===== src/rtl/alu_pkg.sv =====
// Shared opcode encodings and flag bit positions for the 16-bit ALU.
package alu_pkg;

  typedef enum logic [4:0] {
    OP_ADD  = 5'b00000,
    OP_MUL  = 5'b00001,
    OP_SUB  = 5'b00010,
    OP_DIV  = 5'b00011,
    OP_NOT  = 5'b00100,
    OP_AND  = 5'b00101,
    OP_OR   = 5'b00110,
    OP_XOR  = 5'b00111,
    OP_INC  = 5'b01000,
    OP_CMP  = 5'b01001,
    OP_RR   = 5'b01010,
    OP_RL   = 5'b01011,
    OP_SETB = 5'b01100,
    OP_CLRB = 5'b01101,
    OP_SETF = 5'b01110,
    OP_SWAP = 5'b01111
  } opcode_e;

  localparam int unsigned FLG_C = 0;
  localparam int unsigned FLG_V = 1;
  localparam int unsigned FLG_G = 2;
  localparam int unsigned FLG_E = 3;
  localparam int unsigned FLG_N = 6;
  localparam int unsigned FLG_Z = 7;

endpackage


===== src/rtl/alu_datapath.sv =====
// Combinational next-state computation for the ALU result and flag registers.
// Opcodes with MSB set (NOP) fall through to the hold path.
module alu_datapath
  import alu_pkg::*;
(
  input  logic [4:0]  opcode,
  input  logic [15:0] operand_1,
  input  logic [15:0] operand_2,
  input  logic [3:0]  bit_position,
  input  logic [15:0] cur_result_0,
  input  logic [15:0] cur_result_1,
  input  logic [15:0] cur_flags,
  output logic [15:0] next_result_0,
  output logic [15:0] next_result_1,
  output logic [15:0] next_flags
);

  logic [16:0] sum;
  logic [16:0] diff;
  logic [31:0] prod;
  logic [15:0] bit_mask;
  logic        update_flags;
  logic        c, v, g, e, n, z;

  assign sum      = {1'b0, operand_1} + {1'b0, operand_2};
  assign diff     = {1'b0, operand_1} - {1'b0, operand_2};
  assign prod     = {16'h0000, operand_1} * {16'h0000, operand_2};
  assign bit_mask = 16'h0001 << bit_position;

  // Select results and arithmetic flags per opcode, then fold into the flag word.
  always_comb begin
    next_result_0 = cur_result_0;
    next_result_1 = '0;
    update_flags  = 1'b1;
    c = 1'b0;
    v = 1'b0;
    g = 1'b0;
    e = 1'b0;
    case (opcode)
      OP_ADD: begin
        next_result_0 = sum[15:0];
        c = sum[16];
        v = (operand_1[15] == operand_2[15]) && (sum[15] != operand_1[15]);
      end
      OP_MUL: begin
        next_result_0 = prod[15:0];
        next_result_1 = prod[31:16];
        c = (prod[31:16] != '0);
        v = (prod[31:16] != '0);
      end
      OP_SUB: begin
        next_result_0 = diff[15:0];
        c = diff[16];
        v = (operand_1[15] != operand_2[15]) && (diff[15] != operand_1[15]);
      end
      OP_DIV: begin
        if (operand_2 == '0) begin
          next_result_0 = '1;
          next_result_1 = operand_1;
          v = 1'b1;
        end else begin
          next_result_0 = operand_1 / operand_2;
          next_result_1 = operand_1 % operand_2;
        end
      end
      OP_NOT:  next_result_0 = ~operand_1;
      OP_AND:  next_result_0 = operand_1 & operand_2;
      OP_OR:   next_result_0 = operand_1 | operand_2;
      OP_XOR:  next_result_0 = operand_1 ^ operand_2;
      OP_INC: begin
        next_result_0 = operand_1 + 16'h0001;
        c = (operand_1 == '1);
        v = (operand_1 == '1);
      end
      OP_CMP: begin
        next_result_1 = cur_result_1;
        c = diff[16];
        e = (diff[15:0] == '0);
        g = !diff[16] && (diff[15:0] != '0);
      end
      OP_RR: begin
        next_result_0 = {operand_1[0], operand_1[15:1]};
        c = operand_1[0];
      end
      OP_RL: begin
        next_result_0 = {operand_1[14:0], operand_1[15]};
        c = operand_1[15];
      end
      OP_SETB: next_result_0 = operand_1 | bit_mask;
      OP_CLRB: next_result_0 = operand_1 & ~bit_mask;
      OP_SWAP: next_result_0 = {operand_1[7:0], operand_1[15:8]};
      default: begin
        next_result_1 = cur_result_1;
        update_flags  = 1'b0;
      end
    endcase

    if (opcode == OP_CMP) begin
      n = diff[15];
      z = e;
    end else begin
      n = next_result_0[15];
      z = (next_result_0 == '0);
    end

    next_flags = cur_flags;
    if (opcode == OP_SETF) begin
      next_flags[bit_position] = 1'b1;
    end else if (update_flags) begin
      next_flags[FLG_C] = c;
      next_flags[FLG_V] = v;
      next_flags[FLG_G] = g;
      next_flags[FLG_E] = e;
      next_flags[FLG_N] = n;
      next_flags[FLG_Z] = z;
    end
  end

endmodule


===== src/rtl/alu.sv =====
// 16-bit registered ALU: output registers with asynchronous active-low reset.
module alu
  import alu_pkg::*;
(
  input  logic        clk,
  input  logic        rst_n,
  input  logic [4:0]  opcode,
  input  logic [15:0] operand_1,
  input  logic [15:0] operand_2,
  input  logic [3:0]  bit_position,
  output logic [15:0] result_0,
  output logic [15:0] result_1,
  output logic [15:0] flag_reg
);

  logic [15:0] next_result_0;
  logic [15:0] next_result_1;
  logic [15:0] next_flags;

  alu_datapath u_datapath (
    .opcode        (opcode),
    .operand_1     (operand_1),
    .operand_2     (operand_2),
    .bit_position  (bit_position),
    .cur_result_0  (result_0),
    .cur_result_1  (result_1),
    .cur_flags     (flag_reg),
    .next_result_0 (next_result_0),
    .next_result_1 (next_result_1),
    .next_flags    (next_flags)
  );

  // Capture the datapath outputs every cycle; reset clears everything immediately.
  always_ff @(posedge clk or negedge rst_n) begin
    if (!rst_n) begin
      result_0 <= '0;
      result_1 <= '0;
      flag_reg <= '0;
    end else begin
      result_0 <= next_result_0;
      result_1 <= next_result_1;
      flag_reg <= next_flags;
    end
  end

endmodule


===== config.mk =====
export PLATFORM = sky130hd
export DESIGN_NAME = alu
export DESIGN_NICKNAME = d
export VERILOG_FILES = /design/src/rtl/alu_pkg.sv /design/src/rtl/alu_datapath.sv /design/src/rtl/alu.sv
export SDC_FILE = /design/constraint.sdc
export NUM_CORES = 1
export LEC_CHECK = 0
export CELL_PAD_IN_SITES_DETAIL_PLACEMENT = 0
export CELL_PAD_IN_SITES_GLOBAL_PLACEMENT = 2
export CORE_ASPECT_RATIO = 1.25
export CORE_MARGIN = 2
export CORE_UTILIZATION = 41
export DETAILED_ROUTE_END_ITERATION = 8
export GPL_TIMING_DRIVEN = 0
export PLACE_DENSITY = 0.9
export SLEW_MARGIN = 25
export SYNTH_ARGS = -nofsm -noshare
export SYNTH_HDL_FRONTEND = slang
export SYNTH_SLANG_ARGS = --single-unit

===== constraint.sdc =====
create_clock -name clk -period 2.7 [get_ports clk]
set_input_delay 0.675 -clock clk [delete_from_list [all_inputs] [get_ports clk]]
set_output_delay 0.675 -clock clk [all_outputs]
set_load 0.02 [all_outputs]

==> flow_metrics.tcl <==
set metrics [dict create \
    grt_overflow 0 \
    synth_edf_count 0 \
    violations "setup timing" \
    crit_family "compound AO/OA/AOI/OAI gates" \
    max_stage_delay_ns 0.61 \
    status "finished with violations" \
    n_fill_cell 4658 \
    min_path_type "in2async" \
    dr.pass1.iters 6 \
    drv_cap 0 \
    yosysWarnings 0 \
    power_density_mw_per_mm2 1050 \
    cts_hold_buffers 0 \
    wl_per_cell_um 28.7 \
    coreArea_mm2 0.0526 \
    insertion_delay_ns 0.32 \
    drive_above_1_share 0.322 \
    dieArea_mm2 0.0549 \
    irDropWorstVdd_v 0.00298 \
    async_reset_ff_frac 1.00 \
    rsz0062_at_grt "true" \
    antenna_found_initial 1 \
    clk_pin_slew_ns 0.08 \
    cp_common_cell "o211ai_1" \
    hold_viol_final 0 \
    grt_pass1_wl_um 166000 \
    synth.yosys.seq_area_share 0.0553 \
    setup_violations 39 \
    setup_slack_ns -22.93 \
    place.gp.congestion 1.02 \
    maxSlewHeadroom 0.148 \
    num_vias 25681 \
    synth.avg_cell_area_um2 7.46 \
    path_buf_inv 14 \
    synth_seq_cells 48 \
    fin_crit_ns 25.63 \
    final.setup_skew_ns 0.0128 \
    hold_ws_ns 0.321 \
    crit_path_start_kind "primary input" \
    die_h_um 261 \
    grt_pass1_vias 25877 \
    cts_tree "yes" \
    p_leak_uw 0.0140 \
    post-route-drc-count 0 \
    synth_nets 3430 \
    critPathSlowestCell "or4_4" \
    maxSlewViolCount 0 \
    dp_cells 3674 \
    via_per_inst 6.30 \
    ctsRootBufferMaster "clkbuf_16" \
    drt_iter0_drc 2023 \
    initial_core_util 0.413 \
    finalNonFillerCells 4074 \
    setup.worst_path.class "in2reg" \
    worstPathRequired_ns 2.89 \
    syn_inst 2913 \
    dpl.hpwl_um 85500 \
    ys.flop_type "dfrtp_1" \
    fmax_ghz 0.0390 \
    fp-row-count 94 \
    ys_types 99 \
    syn-cell-area_mm2 0.0217 \
    setup_tns_ns -570.18 \
    fin_crit_sh 9.49 \
    die_x_um 210 \
    fin_nets 3915 \
    syn_to_final_growth_pct 47.7 \
    h-tree-depth 2 \
    ant_nets 0 \
    endpoint_kind "flop" \
    critical_path_arrival_ns 25.82 \
    worst_pin_slew_ns 1.28 \
    crit_fanout 8 \
    preCtsSetupSlack_ns -28.40 \
    wirelength_um 117000 \
    portBuffers 88 \
    ioPinCount 91 \
    grt_start_max_net_pins 49 \
    cts.sinks 48 \
    cts_buffer_depth 2 \
    grtUsageTotal 0.413 \
    numCtsBuffers 5 \
]
report_power, final:
group	switching [µW]	leakage, µW	internal [µW]
sequential	182	0.000608	901
combinational	17300	0.0133	14400
clock	387	0.0000944	538
total	17900	0.0140	15800
through the flow:
| stage | cell area (µm²) | util | total power, µW |
|---|---|---|---|
| 3_5_place_dp | 25300 | 0.481 | 23500 |
| 6_report | 32100 | 0.610 | 33700 |
| 3_3_place_gp | 25200 | 0.480 | 23200 |
| 2_1_floorplan | 23500 | - | 17700 |
| 4_1_cts | 30100 | 0.572 | 30300 |
| 5_1_grt | 32100 | 0.610 | 35700 |
routing by layer:
metal | global-route usage | vias up | wire [µm]
li1 | - | 11223 | -
met1 | 0.479 | 12753 | 44000
met5 | 0 | - | 0
met2 | 0.701 | 1268 | 54100
met4 | 0.304 | 0 | 10600
met3 | 0.0580 | 437 | 8320
area by class of cell:
class / count / area, µm² / share of cell area
Multi-Input combinational cell: 2401 / 22600 / 0.704
Antenna cell: 3 / 7.51 / 0.000234
Clock inverter: 3 / 68.8 / 0.00214
Timing Repair Buffer: 484 / 4290 / 0.134
Sequential cell: 48 / 1200 / 0.0374
Tap cell: 672 / 841 / 0.0262
Buffer: 161 / 1770 / 0.0552
Clock buffer: 5 / 125 / 0.00390
Inverter: 297 / 1180 / 0.0368
logic make-up (layout without fill, tap and decap cells):
group / count (synthesis) / after routing / share of synthesized area
other: 0 / 3 / 0
and+or+nand+nor: 982 / 982 / 0.214
DFF: 48 / 48 / 0.0553
AOI/OAI and AO/OA: 782 / 782 / 0.240
muxes: 29 / 29 / 0.0143
buffers and inverters: 464 / 950 / 0.0817
xor gates and xnor gates: 134 / 134 / 0.0540
adders and majority gates: 474 / 474 / 0.341
final timing paths:
kind | from | endpoint | slack, ns | cells after the start
min reg2reg | result_1[12]$_DFFE_PN0P_ | result_1[12]$_DFFE_PN0P_ | 0.50 | 1
max in group asynchronous | rst_n | result_0[0]$_DFF_PN0_ | 2.11 | 2
min | rst_n | result_1[8]$_DFFE_PN0P_ | 0.32 | 2
max | operand_2[10] | result_1[15]$_DFFE_PN0P_ | -22.93 | 122
max reg2reg | result_0[4]$_DFF_PN0_ | flag_reg[7]$_DFFE_PN0P_ | 0.48 | 7
min in group clk | result_1[12]$_DFFE_PN0P_ | result_1[12]$_DFFE_PN0P_ | 0.50 | 1
Yosys cell counts (35+ instances only):
library cell,count,share of area
and2_1,59,0.017
a21o_1,47,0.016
xor2_1,45,0.018
a211oi_1,35,0.012
a21oi_1,196,0.045
nand3_1,56,0.013
ha_1,277,0.16
clkbuf_1,135,0.023
nor2_1,263,0.045
xnor2_1,89,0.036
o21ai_0,125,0.029
nand2_1,321,0.055
o21a_1,48,0.017
dfrtp_1,48,0.055
nor3_1,80,0.018
fa_1,197,0.18
inv_1,294,0.051
worst register-to-register path, cell delays in order, from the launching register on:
cell,delay (ns)
dfrtp_1,0.46
nand2_1,0.09
o221a_2,0.18
nand3_2,0.09
nor4_1,0.42
nand4bb_1,0.33
nor4b_2,0.38
a41o_1,0.20
timing repair:
item / 4_1_cts / 5_1_grt
endpoints found under the setup margin: 42 / 46
setup buffers: 286 / 113
pin swaps: 234 / 205
gates cloned: 1 / 2
resized for setup: 564 / 313
endpoints found under the hold margin: 0 / 0
layout by cell type, fill, tap and decap left out, types with 23 or more instances in the layout:
cell type,netlist,layout
a21oi_1,196,128
and2_1,59,53
nand4_1,28,28
nor2_1,263,225
a21oi_2,1,48
nand2b_1,34,32
o211ai_1,34,34
ha_4,0,74
fa_1,197,188
o21ai_1,30,37
nand2_2,0,28
a21o_1,47,45
o21ai_2,0,29
o21ai_0,125,81
nand2_1,321,278
nor3_1,80,67
nand3_1,56,45
clkdlybuf4s50_1,0,54
dfrtp_1,48,48
buf_6,2,59
clkbuf_16,0,40
o21a_1,48,42
inv_1,294,262
xnor2_1,89,83
xor2_1,45,38
clkbuf_1,135,54
buf_4,2,336
ha_1,277,191
nor2_2,2,23
(Power assumes the default switching activity.)
